## src/rtl/ifetch.sv

```systemverilog
// Instruction fetch unit: holds the PC and IR and issues one registered
// read request to instruction memory per fetch, with absolute/relative branch loading.
module ifetch #(
   parameter logic [15:0] PC_RESET = 16'h0000
) (
   input  logic        clk,
   input  logic        rst_f,
   input  logic        fetch,
   input  logic        pc_load,
   input  logic        br_sel,
   input  logic [31:0] imem_rdata,
   input  logic        imem_ack,
   output logic        imem_req,
   output logic [15:0] imem_addr,
   output logic [31:0] ir,
   output logic        ir_valid,
   output logic [15:0] pc,
   output logic        busy
);

   typedef enum logic {
      IDLE  = 1'b0,
      FETCH = 1'b1
   } state_e;

   state_e      state_q, state_d;
   logic [15:0] pc_q, pc_d;
   logic [31:0] ir_q, ir_d;
   logic        ir_valid_q, ir_valid_d;
   logic        imem_req_q, imem_req_d;
   logic [15:0] imem_addr_q, imem_addr_d;

   logic [15:0] br_target;
   logic [15:0] pc_idle;

   // Branch target uses the IR contents held from the last completed fetch.
   always_comb begin
      br_target = br_sel ? (pc_q + ir_q[15:0]) : ir_q[15:0];
      pc_idle   = pc_load ? br_target : pc_q;
   end

   always_comb begin
      state_d     = state_q;
      pc_d        = pc_q;
      ir_d        = ir_q;
      ir_valid_d  = 1'b0;
      imem_req_d  = imem_req_q;
      imem_addr_d = imem_addr_q;
      case (state_q)
         IDLE: begin
            pc_d = pc_idle;
            if (fetch) begin
               state_d     = FETCH;
               imem_req_d  = 1'b1;
               imem_addr_d = pc_idle;
            end
         end
         FETCH: begin
            // Request and address are frozen until the ack is sampled.
            if (imem_ack) begin
               state_d    = IDLE;
               ir_d       = imem_rdata;
               pc_d       = pc_q + 16'd1;
               ir_valid_d = 1'b1;
               imem_req_d = 1'b0;
            end
         end
         default: begin
            state_d    = IDLE;
            imem_req_d = 1'b0;
         end
      endcase
   end

   always_ff @(posedge clk or negedge rst_f) begin
      if (!rst_f) begin
         state_q     <= IDLE;
         pc_q        <= PC_RESET;
         ir_q        <= 32'h0;
         ir_valid_q  <= 1'b0;
         imem_req_q  <= 1'b0;
         imem_addr_q <= PC_RESET;
      end else begin
         state_q     <= state_d;
         pc_q        <= pc_d;
         ir_q        <= ir_d;
         ir_valid_q  <= ir_valid_d;
         imem_req_q  <= imem_req_d;
         imem_addr_q <= imem_addr_d;
      end
   end

   assign imem_req  = imem_req_q;
   assign imem_addr = imem_addr_q;
   assign ir        = ir_q;
   assign ir_valid  = ir_valid_q;
   assign pc        = pc_q;
   assign busy      = (state_q == FETCH);

endmodule
```

## config.mk

```make
export PLATFORM = sky130hd
export DESIGN_NAME = ifetch
export DESIGN_NICKNAME = d
export VERILOG_FILES = /design/src/rtl/ifetch.sv
export SDC_FILE = /design/constraint.sdc
export NUM_CORES = 1
export LEC_CHECK = 0
export ABC_AREA = 0
export BUFFER_PORTS_ARGS = -buffer_cell sky130_fd_sc_hd__buf_2
export CORE_MARGIN = 5
export CORE_UTILIZATION = 35
export DETAILED_ROUTE_END_ITERATION = 10
export PLACE_DENSITY = 0.66
export SLEW_MARGIN = 40
export SYNTH_ARGS = -nofsm -noshare
export SYNTH_HDL_FRONTEND = slang
export SYNTH_SLANG_ARGS = --single-unit
export TNS_END_PERCENT = 10
```

## constraint.sdc

```tcl
create_clock -name clk -period 7.5 [get_ports clk]
set_input_delay 0.375 -clock clk [delete_from_list [all_inputs] [get_ports clk]]
set_output_delay 0.375 -clock clk [all_outputs]
set_load 0.02 [all_outputs]
```

After elaboration in Yosys (flattened, before gate mapping). Cells that the tools add are included.

Add/sub/neg operators: 2. $mul: 0. Divide/modulo/power cells: 0. Order comparisons: 0. Equal/unequal tests: 2. Shift-type cells: 0. Mux-type cells: 12. Bitwise gates (word level): 1. Reduce and logical (&&, ||, !) cells: 3.

Operators by type and width (count): $mux W16 (3); $pmux W16 S2 (1); $add A16 B1 Y16 const B (1); $add A16 B16 Y16 (1); $mux W1 (6); $reduce_and A2 Y1 (3); $ne A2 B2 Y1 const B (2); $pmux W1 S2 (2); $not A1 Y1 (1).

Bits in registers: 67. Bits in latches: 0. Memory bits (writable): 0. Memory bits (read-only): 0. Bits of input ports: 38. Output and inout bits: 67. Logic and storage cells: 26. Memories kept: 0.

Depth between registers and ports, before layout.
Depth after elaboration: 4. Gate-level depth with buffers: 9. Mapped depth without buffers: 9.

Worst setup path after synthesis. No wires, ideal clock.

Kind: reg-to-reg. From: register pc_q[0] (netlist: pc[0]). To: register imem_addr_q[6] (netlist: imem_addr[6]). Library setup time: 0.083 ns. Arrival: 2.453 ns. Data required time: 7.417 ns. Setup slack: 4.964 ns. Stages on the path, launching flop included: 10. Buffers on the path: 0. Period minus slack after synthesis: 2.536 ns. Cells stage by stage: dfrtp_1 ha_1 fa_1 a21o_1 a21oi_1 o21bai_1 a21oi_1 mux2_2 a31o_2 o21ai_0.

Longest elaborated chain between the ends: 3.

Ends and longest elaborated chain: start: declaration (line 27) `logic [15:0] pc_q, pc_d;`; start signal: assignment (line 85) `pc_q <= pc_d;`; $add A16 B16 Y16 (line 38) `br_target = br_sel ? (pc_q + ir_q[15:0]) : ir_q[15:0];`; $mux W16 (line 38); $mux W16 (line 39) `pc_idle = pc_load ? br_target : pc_q;`; end signal: assignment (line 89) `imem_addr_q <= imem_addr_d;`; end: declaration (line 31) `logic [15:0] imem_addr_q, imem_addr_d;`.

Every way passes these cells. A chain may end at the register's enable or synchronous reset.

Worst setup path in the final report.
From: register pc_q[0] (netlist: pc[0]). To: register imem_addr_q[14] (netlist: imem_addr[14]).

The elaborated chain is that of the path after synthesis.

==> impl_metrics.yaml <==
pwr:
  clockPowerShare: 0.171
  fin_total_pwr_mw: 2.07
  combPwrFrac: 0.523
  leakagePower_nw: 2.22
  swShare: 0.453
  p_switching_mw: 0.939
  ir_drop_mv: 0.160
  intPower_mw: 1.13
  powerDensity_mw_per_mm2: 434
  seqPwrFrac: 0.306
logic_synthesis:
  synth_edf_count: 0
  synth_ff_type: "dfrtp_1"
  synth-seq-cells: 67
  syn_inst: 405
  syn_area_sq_mm: 0.00390
  synth_nets: 460
  synthArstFlopShare: 1.00
  avgSynthCellArea_sq_um: 9.63
  yosysSeqAreaShare: 0.430
  ys_types: 49
  synth_warnings: 0
clock_network:
  htreeDepth: 3
  cts_root_buf: "clkbuf_8"
  clk_latency_ps: 360
  hold_buffers: 0
  cts_resized: 0
  cts_tree: "done"
  clock_sinks: 67
  clock_path_buffers: 2
  numCtsBuffers: 9
  path_clk_slew_ps: 90
  post_cts_buffers: 0
floorplan:
  chipWidth_um: 116
  start_util: 0.358
  fp-row-count: 38
  core_sq_mm: 0.0109
  die_area_sq_mm: 0.0134
  die_h_um: 116
  ios: 105
detailed_routing:
  drtIter0Drc: 231
  ant_nets: 0
  drtPass1Iterations: 5
  met3WireLength_um: 671
  viasPerCell: 5.23
  drt-total-wl_um: 11100
  top_layer_used: "met4"
  wl_per_cell_um: 17.1
  drc: 0
  routedLengthMet1_um: 4970
  wl_met2_um: 5240
  routed-via-count: 3393
setup_path:
  crit_path_end_kind: "register"
  cp_cell_sequence: "ha_1 > fa_1 > a21o_1 > a31o_2 > a21oi_1 > o221ai_1 > xor2_1 > nor3_1 > o31ai_1"
  cp.required_ps: 7720
  crit_family: "compound AO/OA/AOI/OAI gates"
  critPathBufInv: 0
  worst_setup_path_start_kind: "register"
  critPathSlowestCell: "dfrtp_1"
  cp-startpoint: "pc[0]"
  arrival_ps: 2960
  slowest_delay_ps: 460
  cp_max_fo: 7
  worstReg2RegStart: "pc[0]"
  crit_type: "register to register"
cells_and_area:
  diodes: 0
  syn_to_final_growth_pct: 22.7
  fin_nets: 559
  fillerInstances: 1055
  final_cell_mix: "buf_2, dfrtp_1, nand2_1"
  drive_gt1_frac: 0.326
  layout_commonest_cell: "buf_2"
  fin_area_sq_mm: 0.00478
global_route:
  grt_max_degree: 68
  antenna_found_initial: 0
  grt_pass1_vias: 3448
  grt_overflow: 0
  grt.total_usage: 0.173
  grt_first_pass_wirelength_um: 18000
outcome:
  status: "finished, final reports clean"
place:
  placed_cell_area_sq_mm: 0.00455
  hpwlAfterDp_um: 7910
  numPortBuffers: 104
  post-place-ws_ps: 4850
  gp_congestion: 0.910
run:
  drv_cap: 0
timing:
  fin_crit_ps: 2740
  max_freq_ghz: 0.365
  finalHoldViolCount: 0
  skew_ps: 20.5
  relSlewSlack: 0.536
  final_max_slew_viol_count: 0
  setup-tns-final_ps: 0
  setup_viol: 0
  holdWs_ps: 110
  fin_crit_sh: 0.365
  tightest_slew_ps: 696
  setup_slack_ps: 4760
  rsz0062_at_grt: "no"
worst_hold_path:
  hp-class: "input pin to async pin"
area by class of cell:
| type | instances | area (sq um) | share of cell area |
|---|---|---|---|
| Multi-Input combinational cell | 309 | 2110 | 0.442 |
| Sequential cell | 67 | 1680 | 0.351 |
| Timing Repair Buffer | 107 | 547 | 0.114 |
| Tap cell | 140 | 175 | 0.0366 |
| Clock buffer | 10 | 138 | 0.0288 |
| Clock inverter | 6 | 95.1 | 0.0199 |
| Inverter | 10 | 37.5 | 0.00785 |
power by group through the flow:
stage	Combinational [mW]	Clock [mW]	Sequential, mW
2_1_floorplan	0.621	0	0.766
3_3_place_gp	1.07	0	0.630
3_5_place_dp	1.08	0	0.640
4_1_cts	1.09	0.364	0.634
5_1_grt	1.19	0.382	0.655
6_report	1.08	0.355	0.634
routing by layer:
layer	track usage	vias up
met5	0	-
met4	0.0618	0
met3	0.0402	15
met2	0.274	114
met1	0.233	1624
li1	-	1640
metrics by stage:
stage / std cells / util
5_1_grt: 649 / 0.439
4_1_cts: 649 / 0.439
3_3_place_gp: 633 / 0.417
3_5_place_dp: 633 / 0.418
2_1_floorplan: 405 / -
6_report: 649 / 0.439
worst paths after layout:
kind | to | slack (ps) | cells past startpoint
worst max-delay path | imem_addr[14] | 4760 | 9
worst min-delay path | pc[0] | 110 | 2
worst max register to register | imem_addr[14] | 4760 | 9
worst min register to register | imem_addr[4] | 480 | 2
max in group asynchronous | ir[13] | 6960 | 2
min in group clk | ir[7] | 220 | 3
sequential cells by signal (all words and copies together), names as in the netlist:
signal and flops:
busy 1, pc 16, imem_addr 16, ir 32, ir_valid 1, imem_req 1
worst register-to-register path: cells and delay by family (launching register included):
kind / cells / cell delay (ps)
AOI/OAI and AO/OA: 5 / 1070
xor gates and xnor gates: 1 / 170
adders and majority gates: 2 / 650
DFF: 1 / 460
and+or+nand+nor: 1 / 250
cell families (layout without fill, tap and decap cells):
| logic type | after synthesis | count (layout) | synth area share |
|---|---|---|---|
| AO/OA/AOI/OAI | 101 | 101 | 0.157 |
| XOR/XNOR | 23 | 23 | 0.0517 |
| adder cells (fa/ha/maj) | 17 | 17 | 0.0565 |
| flip-flops | 67 | 67 | 0.430 |
| AND/OR/NAND/NOR | 124 | 124 | 0.152 |
| multiplexers | 44 | 44 | 0.124 |
| buffers and inverters | 29 | 133 | 0.0292 |
cell usage after synthesis, types with 2 or more instances:
master,number,area (sq um)
o21ai_0,37,185
mux2_2,34,383
mux2i_1,10,100
clkinv_1,2,7.51
nand3_1,9,45.0
nand2b_1,4,25.0
o21a_1,3,22.5
o21bai_1,4,30.0
xor2_1,8,70.1
nand4_1,6,37.5
ha_1,16,200
dfrtp_1,67,1680
a31oi_1,8,50.1
xnor2_1,15,131
clkbuf_1,16,60.1
inv_1,7,26.3
a21boi_0,2,15.0
nor3_1,8,40.0
nor2b_1,8,50.1
a221o_1,2,20.0
a21o_1,8,60.1
and3_1,5,31.3
a21oi_2,3,26.3
nor2_1,22,82.6
a31o_2,3,26.3
nand2_1,48,180
a21oi_1,23,115
nor4_1,2,12.5
or3_1,5,31.3
(Power assumes the default switching activity.)
